<file path="src/rtl/exec_issue_arbiter.sv">
// Round-robin issue arbiter feeding a shared execute unit,
// with an issue register and a handshaked result register.
package exec_pkg;
   typedef enum logic [3:0] {
      IT_OP     = 4'd0,
      IT_OPIMM  = 4'd1,
      IT_LUI    = 4'd2,
      IT_AUIPC  = 4'd3,
      IT_BRANCH = 4'd4,
      IT_JAL    = 4'd5,
      IT_JALR   = 4'd6,
      IT_LOAD   = 4'd7,
      IT_STORE  = 4'd8
   } iType_t;

   typedef enum logic [3:0] {
      ALU_ADD  = 4'd0,
      ALU_SUB  = 4'd1,
      ALU_AND  = 4'd2,
      ALU_OR   = 4'd3,
      ALU_XOR  = 4'd4,
      ALU_SLT  = 4'd5,
      ALU_SLTU = 4'd6,
      ALU_SLL  = 4'd7,
      ALU_SRL  = 4'd8,
      ALU_SRA  = 4'd9
   } aluFunc_t;

   typedef enum logic [2:0] {
      BR_EQ  = 3'd0,
      BR_NE  = 3'd1,
      BR_LT  = 3'd2,
      BR_GE  = 3'd3,
      BR_LTU = 3'd4,
      BR_GEU = 3'd5,
      BR_AT  = 3'd6,
      BR_NT  = 3'd7
   } brFunc_t;
endpackage

module exec_issue_arbiter
   import exec_pkg::*;
#(
   parameter int NUM_REQ = 4,
   parameter int TAG_W   = 4
) (
   input  logic                          clk_in,
   input  logic                          rst_in,
   input  logic                          flush_in,
   input  logic [NUM_REQ-1:0]            req_valid_in,
   output logic [NUM_REQ-1:0]            req_ready_out,
   input  iType_t   [NUM_REQ-1:0]        req_iType_in,
   input  aluFunc_t [NUM_REQ-1:0]        req_aluFunc_in,
   input  brFunc_t  [NUM_REQ-1:0]        req_brFunc_in,
   input  logic [NUM_REQ-1:0][31:0]      req_imm_in,
   input  logic [NUM_REQ-1:0][31:0]      req_pc_in,
   input  logic [NUM_REQ-1:0][31:0]      req_rval1_in,
   input  logic [NUM_REQ-1:0][31:0]      req_rval2_in,
   input  logic [NUM_REQ-1:0][TAG_W-1:0] req_tag_in,
   output iType_t                        ex_iType_out,
   output aluFunc_t                      ex_aluFunc_out,
   output brFunc_t                       ex_brFunc_out,
   output logic [31:0]                   ex_imm_out,
   output logic [31:0]                   ex_pc_out,
   output logic [31:0]                   ex_rval1_out,
   output logic [31:0]                   ex_rval2_out,
   input  logic [31:0]                   ex_data_in,
   input  logic [31:0]                   ex_addr_in,
   input  logic [31:0]                   ex_nextPc_in,
   output logic                          res_valid_out,
   input  logic                          res_ready_in,
   output logic [31:0]                   res_data_out,
   output logic [31:0]                   res_addr_out,
   output logic [31:0]                   res_nextPc_out,
   output logic [TAG_W-1:0]              res_tag_out,
   output iType_t                        res_iType_out
);

   localparam int PTR_W = $clog2(NUM_REQ);

   logic             iss_valid_q, iss_valid_d;
   logic             res_valid_q, res_valid_d;
   logic [PTR_W-1:0] rr_ptr_q, rr_ptr_d;

   iType_t     iss_itype_q, iss_itype_d;
   aluFunc_t   iss_alu_q, iss_alu_d;
   brFunc_t    iss_br_q, iss_br_d;
   logic [31:0] iss_imm_q, iss_imm_d;
   logic [31:0] iss_pc_q, iss_pc_d;
   logic [31:0] iss_rv1_q, iss_rv1_d;
   logic [31:0] iss_rv2_q, iss_rv2_d;
   logic [TAG_W-1:0] iss_tag_q, iss_tag_d;

   logic [31:0]      res_data_q, res_data_d;
   logic [31:0]      res_addr_q, res_addr_d;
   logic [31:0]      res_npc_q, res_npc_d;
   logic [TAG_W-1:0] res_tag_q, res_tag_d;
   iType_t           res_itype_q, res_itype_d;

   logic               res_adv;
   logic               iss_adv;
   logic               gnt_any;
   logic [PTR_W-1:0]   gnt_idx;
   logic [NUM_REQ-1:0] gnt;

   // Explicit modulo wrap so non-power-of-2 NUM_REQ works.
   function automatic logic [PTR_W-1:0] wrap_add(
      input logic [PTR_W-1:0] p,
      input int               k
   );
      int s;
      s = int'(p) + k;
      if (s >= NUM_REQ) s = s - NUM_REQ;
      return s[PTR_W-1:0];
   endfunction

   assign res_adv = !res_valid_q || res_ready_in;
   assign iss_adv = !iss_valid_q || res_adv;

   always_comb begin
      gnt_any = 1'b0;
      gnt_idx = '0;
      gnt     = '0;
      if (iss_adv && !flush_in && !rst_in) begin
         for (int k = 0; k < NUM_REQ; k++) begin
            if (!gnt_any && req_valid_in[wrap_add(rr_ptr_q, k)]) begin
               gnt_any = 1'b1;
               gnt_idx = wrap_add(rr_ptr_q, k);
            end
         end
      end
      if (gnt_any) gnt[gnt_idx] = 1'b1;
   end

   assign req_ready_out = gnt;

   always_comb begin
      iss_valid_d = iss_valid_q;
      res_valid_d = res_valid_q;
      rr_ptr_d    = rr_ptr_q;
      iss_itype_d = iss_itype_q;
      iss_alu_d   = iss_alu_q;
      iss_br_d    = iss_br_q;
      iss_imm_d   = iss_imm_q;
      iss_pc_d    = iss_pc_q;
      iss_rv1_d   = iss_rv1_q;
      iss_rv2_d   = iss_rv2_q;
      iss_tag_d   = iss_tag_q;
      res_data_d  = res_data_q;
      res_addr_d  = res_addr_q;
      res_npc_d   = res_npc_q;
      res_tag_d   = res_tag_q;
      res_itype_d = res_itype_q;

      if (res_adv) begin
         res_valid_d = iss_valid_q;
         res_data_d  = ex_data_in;
         res_addr_d  = ex_addr_in;
         res_npc_d   = ex_nextPc_in;
         res_tag_d   = iss_tag_q;
         res_itype_d = iss_itype_q;
      end

      if (iss_adv) begin
         iss_valid_d = gnt_any;
         if (gnt_any) begin
            iss_itype_d = req_iType_in[gnt_idx];
            iss_alu_d   = req_aluFunc_in[gnt_idx];
            iss_br_d    = req_brFunc_in[gnt_idx];
            iss_imm_d   = req_imm_in[gnt_idx];
            iss_pc_d    = req_pc_in[gnt_idx];
            iss_rv1_d   = req_rval1_in[gnt_idx];
            iss_rv2_d   = req_rval2_in[gnt_idx];
            iss_tag_d   = req_tag_in[gnt_idx];
            rr_ptr_d    = wrap_add(gnt_idx, 1);
         end
      end

      // Flush kills whatever is in flight; an accepted result already left.
      if (flush_in) begin
         iss_valid_d = 1'b0;
         res_valid_d = 1'b0;
      end
   end

   always_ff @(posedge clk_in) begin
      if (rst_in) begin
         iss_valid_q <= 1'b0;
         res_valid_q <= 1'b0;
         rr_ptr_q    <= '0;
         iss_itype_q <= IT_OP;
         iss_alu_q   <= ALU_ADD;
         iss_br_q    <= BR_EQ;
         iss_imm_q   <= '0;
         iss_pc_q    <= '0;
         iss_rv1_q   <= '0;
         iss_rv2_q   <= '0;
         iss_tag_q   <= '0;
         res_data_q  <= '0;
         res_addr_q  <= '0;
         res_npc_q   <= '0;
         res_tag_q   <= '0;
         res_itype_q <= IT_OP;
      end else begin
         iss_valid_q <= iss_valid_d;
         res_valid_q <= res_valid_d;
         rr_ptr_q    <= rr_ptr_d;
         iss_itype_q <= iss_itype_d;
         iss_alu_q   <= iss_alu_d;
         iss_br_q    <= iss_br_d;
         iss_imm_q   <= iss_imm_d;
         iss_pc_q    <= iss_pc_d;
         iss_rv1_q   <= iss_rv1_d;
         iss_rv2_q   <= iss_rv2_d;
         iss_tag_q   <= iss_tag_d;
         res_data_q  <= res_data_d;
         res_addr_q  <= res_addr_d;
         res_npc_q   <= res_npc_d;
         res_tag_q   <= res_tag_d;
         res_itype_q <= res_itype_d;
      end
   end

   assign ex_iType_out   = iss_itype_q;
   assign ex_aluFunc_out = iss_alu_q;
   assign ex_brFunc_out  = iss_br_q;
   assign ex_imm_out     = iss_imm_q;
   assign ex_pc_out      = iss_pc_q;
   assign ex_rval1_out   = iss_rv1_q;
   assign ex_rval2_out   = iss_rv2_q;

   assign res_valid_out  = res_valid_q;
   assign res_data_out   = res_data_q;
   assign res_addr_out   = res_addr_q;
   assign res_nextPc_out = res_npc_q;
   assign res_tag_out    = res_tag_q;
   assign res_iType_out  = res_itype_q;

endmodule

</file>
<file path="config.mk">
export PLATFORM = sky130hd
export DESIGN_NAME = exec_issue_arbiter
export DESIGN_NICKNAME = d
export VERILOG_FILES = /design/src/rtl/exec_issue_arbiter.sv
export SDC_FILE = /design/constraint.sdc
export NUM_CORES = 1
export LEC_CHECK = 0
export ABC_AREA = 1
export CORE_AREA = 2 2 364 366
export DETAILED_ROUTE_END_ITERATION = 12
export DIE_AREA = 0 0 366 368
export GPL_TIMING_DRIVEN = 0
export SETUP_SLACK_MARGIN = 0.4
export SLEW_MARGIN = 15
export SYNTH_ARGS = -nofsm -noshare
export SYNTH_HDL_FRONTEND = slang
export SYNTH_SLANG_ARGS = --single-unit
</file>
<file path="constraint.sdc">
create_clock -name clk_in -period 2.16 [get_ports clk_in]
set_input_delay 0.324 -clock clk_in [delete_from_list [all_inputs] [get_ports clk_in]]
set_output_delay 0.324 -clock clk_in [all_outputs]
set_load 0.02 [all_outputs]
</file>
* Word level (Yosys, flattened, before mapping)
Index checks and enable logic that the tools add are counted.
** Storage, ports and cells
- Bits in registers :: 251
- Bits of input ports :: 676
- Output and inout bits :: 248
- Logic and storage cells :: 102
** Operators by class
- Add/subtract/negate cells :: 9
- Magnitude comparators :: 11
- Muxes and demuxes :: 49
- Reductions and logical operators :: 17
** Operators with widths (count)
- $bmux 32 s2 :: 4
- $mux 32 :: 4
- $mux 2 :: 14
- $bmux 4 s2 :: 3
- $mux 4 :: 4
- $lt 2x3->1 const B :: 5
- $mux 1 :: 13
- $ge 3x3->1 const B :: 4
- $sub 2x1->2 const B :: 5
- $bmux 1 s2 :: 4
- $logic_not 1->1 :: 7
- $add 2x1->3 const B :: 2
- $add 2x2->3 const B :: 2
- $bmux 3 s2 :: 1
- $logic_and 1x1->1 :: 6
- $ge 2x3->1 const B :: 1
- $mux 3 :: 1
- $demux 1 s2 :: 1
- $ge 2x1->1 const B :: 1
- $logic_or 1x1->1 :: 2
- $reduce_and 2->1 :: 1
- $reduce_or 2->1 :: 1

* Depth between registers and ports, before layout
- Depth in word-level cells :: 27
- Depth in mapped cells :: 17
- Mapped depth without buffers :: 15

* Worst setup path before layout
No wires, ideal clock.
- Path kind :: flip-flop to output port
- Start point :: reg res_valid_q, in the netlist res_valid_out
- End point :: out req_ready_out[0]
- Data arrival time :: 2.086 ns
- Data required time :: 1.836 ns
- Setup slack :: -0.250 ns
- Cell stages (with the launch flop) :: 13
- Buffers on the path :: 1
- Cell sequence :: dfxtp_1 inv_1 nor2_1 inv_2 o21ai_1 inv_2 nand2_1 inv_2 nand2_2 buf_1 ha_1 inv_1 nor2_1
** On the way
- Word-level cells in the longest chain between the ends :: 11
- Elaborated cells between the ends (all ways) :: 13
- Those cells by class :: order compare (2); mux (5); reduce/logical (6)
** Ends and longest elaborated chain
- start: declaration :: line 82 : logic res_valid_q, res_valid_d;
- start signal: assignment :: line 206 : res_valid_q <= res_valid_d;
- $logic_not 1->1 (*) :: line 117 : assign res_adv = !res_valid_q || res_ready_in;
- $logic_or 1x1->1 (*) :: line 117
- $logic_or 1x1->1 (*) :: line 118 : assign iss_adv = !iss_valid_q || res_adv;
- $logic_and 1x1->1 (*) (2 in a row) :: line 124 : if (iss_adv && !flush_in && !rst_in) begin
- $mux 2 :: line 124
- $lt 2x3->1 (implied by the code) or $ge 2x1->1 (tied branches) :: line 132 : if (gnt_any) gnt[gnt_idx] = 1'b1;
- $logic_and 1x1->1 (implied by the code) :: line 132
- $mux 1 (implied by the code) :: line 132
- $demux 1 s2 :: line 132
- $mux 4 (*) :: line 132
- end: declaration :: line 51 : output logic [NUM_REQ-1:0] req_ready_out,
Mark *: on every way between the ends. The rest lies on a longest branch, timed or not.

* Worst setup path after layout
- Start point :: reg rr_ptr_q[0]
- End point :: out req_ready_out[2]
** On the way
- Word-level cells in the longest chain between the ends :: 24
- Elaborated cells between the ends (all ways) :: 52
- Those cells by class :: add/sub (7); order compare (6); mux (32); reduce/logical (7)
** Ends and longest elaborated chain
- start: declaration :: line 83 : logic [PTR_W-1:0] rr_ptr_q, rr_ptr_d;
- start signal: assignment :: line 207 : rr_ptr_q <= rr_ptr_d;
- $ge 2x3->1 or $sub 2x1->2 (tied branches) :: line 113 : if (s >= NUM_REQ) s = s - NUM_REQ;
- $mux 2 :: line 113
- $mux 2 :: line 124
- $bmux 1 s2 :: line 126 : if (!gnt_any && req_valid_in[wrap_add(rr_ptr_q, k)]) begin
- $mux 1 (implied by the code) :: line 126
- $mux 1 :: line 126
- $mux 1 :: line 124
- $logic_not 1->1 :: line 126
- [... 8 more ...]
- $logic_and 1x1->1 :: line 126
- $mux 2 :: line 126
- $mux 2 :: line 124
- $lt 2x3->1 (implied by the code) or $ge 2x1->1 (tied branches) :: line 132
- $logic_and 1x1->1 (implied by the code) :: line 132
- $mux 1 (implied by the code) :: line 132
- $demux 1 s2 :: line 132
- $mux 4 (*) :: line 132
Mark *: on every way between the ends. The rest lies on a longest branch, timed or not. The select of a mux whose other input is x is not followed.

==> qor.yml <==
yosysUniqueCellTypes: 24
ir_drop_mv: 0.4525
wl_um: 139100
ctsLongestPathBuffers: 3
regToRegSetupSlack_ns: -0.52
criticalPathCategory: "reg2out"
io_pins: 924
busiest_layer: "met2"
cts_root_buf: "clkbuf_16"
synth_warnings: 0
finalCriticalPeriod_ns: 3.029
drcViolationCount: 0
end_kind: "primary output"
initial_core_util_pct: 13.06
yosys_most_used_dff: "dfxtp_1"
period_share_pct: 140.2
crit_fanout: 9
wire_per_inst_um: 23.74
initialDrtViolationCount: 1721
grtUsageTotal_pct: 19.80
violations: "setup timing"
ctsHoldBuffers: 0
max_cap_viol_count: 0
grt_use_met1_pct: 23.87
dieArea_um2: 134700
detail-route-antenna-nets: 0
nets: 4754
slew_headroom_pct: 43.09
cts_tree: "done"
syn_area_um2: 17090
status: "finished with violations"
syn2layout_area_growth_pct: 93.40
insertion_delay_ns: 0.60
first_global_vias: 24030
portBuffers: 922
clock.fmax_mhz: 330.2
finalSetupViolations: 148
fp-row-count: 133
fin_skew_ns: 0.02323
synth_commonest_cells: "731 x inv_1, 665 x nand2_1, 435 x nand3_1"
gp_congestion: 0.9421
grt_setup_unrepaired: "true"
die_height_um: 368
async_flop_share_pct: 0
grt_pass1_wl_um: 187500
power_per_cell_area_nw_per_um2: 586.2
firstDrtPassIters: 7
p_leak_uw: 0.01682
antenna_found_initial: 51
via_count: 24340
nFillCells: 14710
drive_gt1_share_pct: 15.10
arrival_ns: 2.70
synth_fp_nets: 3712
min-delay-path-class: "in2reg"
clk_pin_slew_ns: 0.07
coreArea_um2: 130800
seq_area_frac_synth_pct: 29.41
use_met2_pct: 35.18
cts_made_buffers: 35
htree_levels: 2
synth_seq_cells: 251
synth.top_cell.area_share_pct: 29.41
required_ns: 1.84
synth.most_common_cell: "inv_1"
slew_viol_final: 0
grtUsageMet3_pct: 3.584
cts.sinks: 251
postLayoutCellArea_um2: 33050
synth_largest_area_cell: "dfxtp_1"
synth-edff-count: 0
placed_area_um2: 28870
finalPower_uw: 19370
via_per_inst: 4.152
synth.area.top_cells: "dfxtp_1 29%, inv_1 16%, nand2_1 15%"
cp-start-kind: "flop"
tightestPinTransition_ns: 0.8537
dp_hpwl_um: 112200
worst_slack_ns: -0.8686
grt.overflow.total: 0
grt_max_degree: 13
hold_viol: 0
synth_area_per_cell_um2: 5.635
synth_cells: 3032
die_w_um: 366
[metal layers]
metal / vias up / share of wire (%) / routed length, um
met4: 0 / 4.5 / 6299
met5: - / 0 / 0
met2: 1179 / 48 / 66960
li1: 11440 / - / -
met3: 274 / 6.4 / 8944
met1: 11450 / 41 / 56940
[path summary, 6_finish.rpt]
check,start,cells past startpoint,to
min,ex_nextPc_in[10],3,res_nextPc_out[10]
min reg2reg,res_tag_out[3],2,res_tag_out[3]
max,rr_ptr_q[0],16,req_ready_out[2]
max reg2reg,rr_ptr_q[0],20,ex_rval2_out[4]
[where the power goes]
part           switching, uW  internal [uW]
combinational           4550           3540
sequential               221           5000
clock                   2680           3380
[final cells by class]
cell class / count / area, um^2 / area share, %
antenna: 9 / 22.52 / 0.06815
buffer: 236 / 1902 / 5.755
clock buffer: 47 / 950.9 / 2.878
clock inverter: 14 / 168.9 / 0.5112
inverter: 738 / 2829 / 8.561
multi-input combinational: 1806 / 9507 / 28.77
sequential: 251 / 5040 / 15.25
tap: 1755 / 2196 / 6.645
timing repair buffer: 1006 / 10430 / 31.56
[logic make-up after synthesis]
family,share of synthesized area [%]
flops,29.41
simple gates,44.75
fa+ha+maj,0.2929
buf+inv,22.12
compound gates,3.427
[layout by cell type, fill, tap and decap left out, drive strengths merged]
cell           netlist  final
a211oi               5      5
a21oi              105    105
buf                109    194
bufbuf               0      1
bufinv               0      2
clkbuf             128    177
clkdlybuf4s15        0     45
clkdlybuf4s50        0    785
clkinv               0      6
clkinvlp             0      2
dfxtp              251    251
diode                0      9
dlygate4sd2          0     44
dlymetal6s2s         0     43
ha                   4      4
inv                738    742
nand2              669    669
nand3              437    437
nand3b               2      2
nand4              286    286
nor2               294    294
o21a                 1      1
o21ai                3      3
[stage by stage]
| step | hold slack (ns) | utilization, % | std cells | setup WS, ns | TNS, ns |
|---|---|---|---|---|---|
| 2_1_floorplan | 0.4400 | - | 3032 | 0.1051 | 0 |
| 3_3_place_gp | 0.4521 | 22.00 | 5709 | -2.533 | -379.74 |
| 3_5_place_dp | 0.4552 | 22.07 | 5713 | -2.217 | -289.00 |
| 4_1_cts | 0.2020 | 24.92 | 5842 | -0.9121 | -57.12 |
| 5_1_grt | 0.2444 | 25.26 | 5859 | -0.9875 | -84.08 |
| 6_report | 0.2835 | 25.26 | 5862 | -0.8686 | -64.94 |
[worst max-delay path, cell delays in order (launching register included)]
cell       delay (ns)
dfxtp_4          0.37
inv_4            0.11
nand2_1          0.11
nand3_2          0.12
nand2_4          0.07
nor2_4           0.14
nand3_4          0.12
buf_12           0.14
nand3_4          0.07
nand2_8          0.07
buf_12           0.14
clkinv_16        0.06
buf_16           0.13
ha_2             0.17
inv_2            0.04
nor2_4           0.09
buf_6            0.12
[flip-flops by register name, summed over array words and instances (netlist names), 2 cells and up]
register and count:
ex_imm_out 32, ex_pc_out 32, ex_rval1_out 32, ex_rval2_out 32, res_addr_out 32, res_data_out 32
res_nextPc_out 32, ex_aluFunc_out 4, ex_iType_out 4, iss_tag_q 4, res_iType_out 4, res_tag_out 4
ex_brFunc_out 3, rr_ptr_q 2
[timing repair]
item,4_1_cts,5_1_grt
setup buffers,64,10
pin swaps,106,13
setup endpoints to repair,498,366
cloned,5,1
gates resized for setup,718,103
Power figures use the tool's default switching activity.
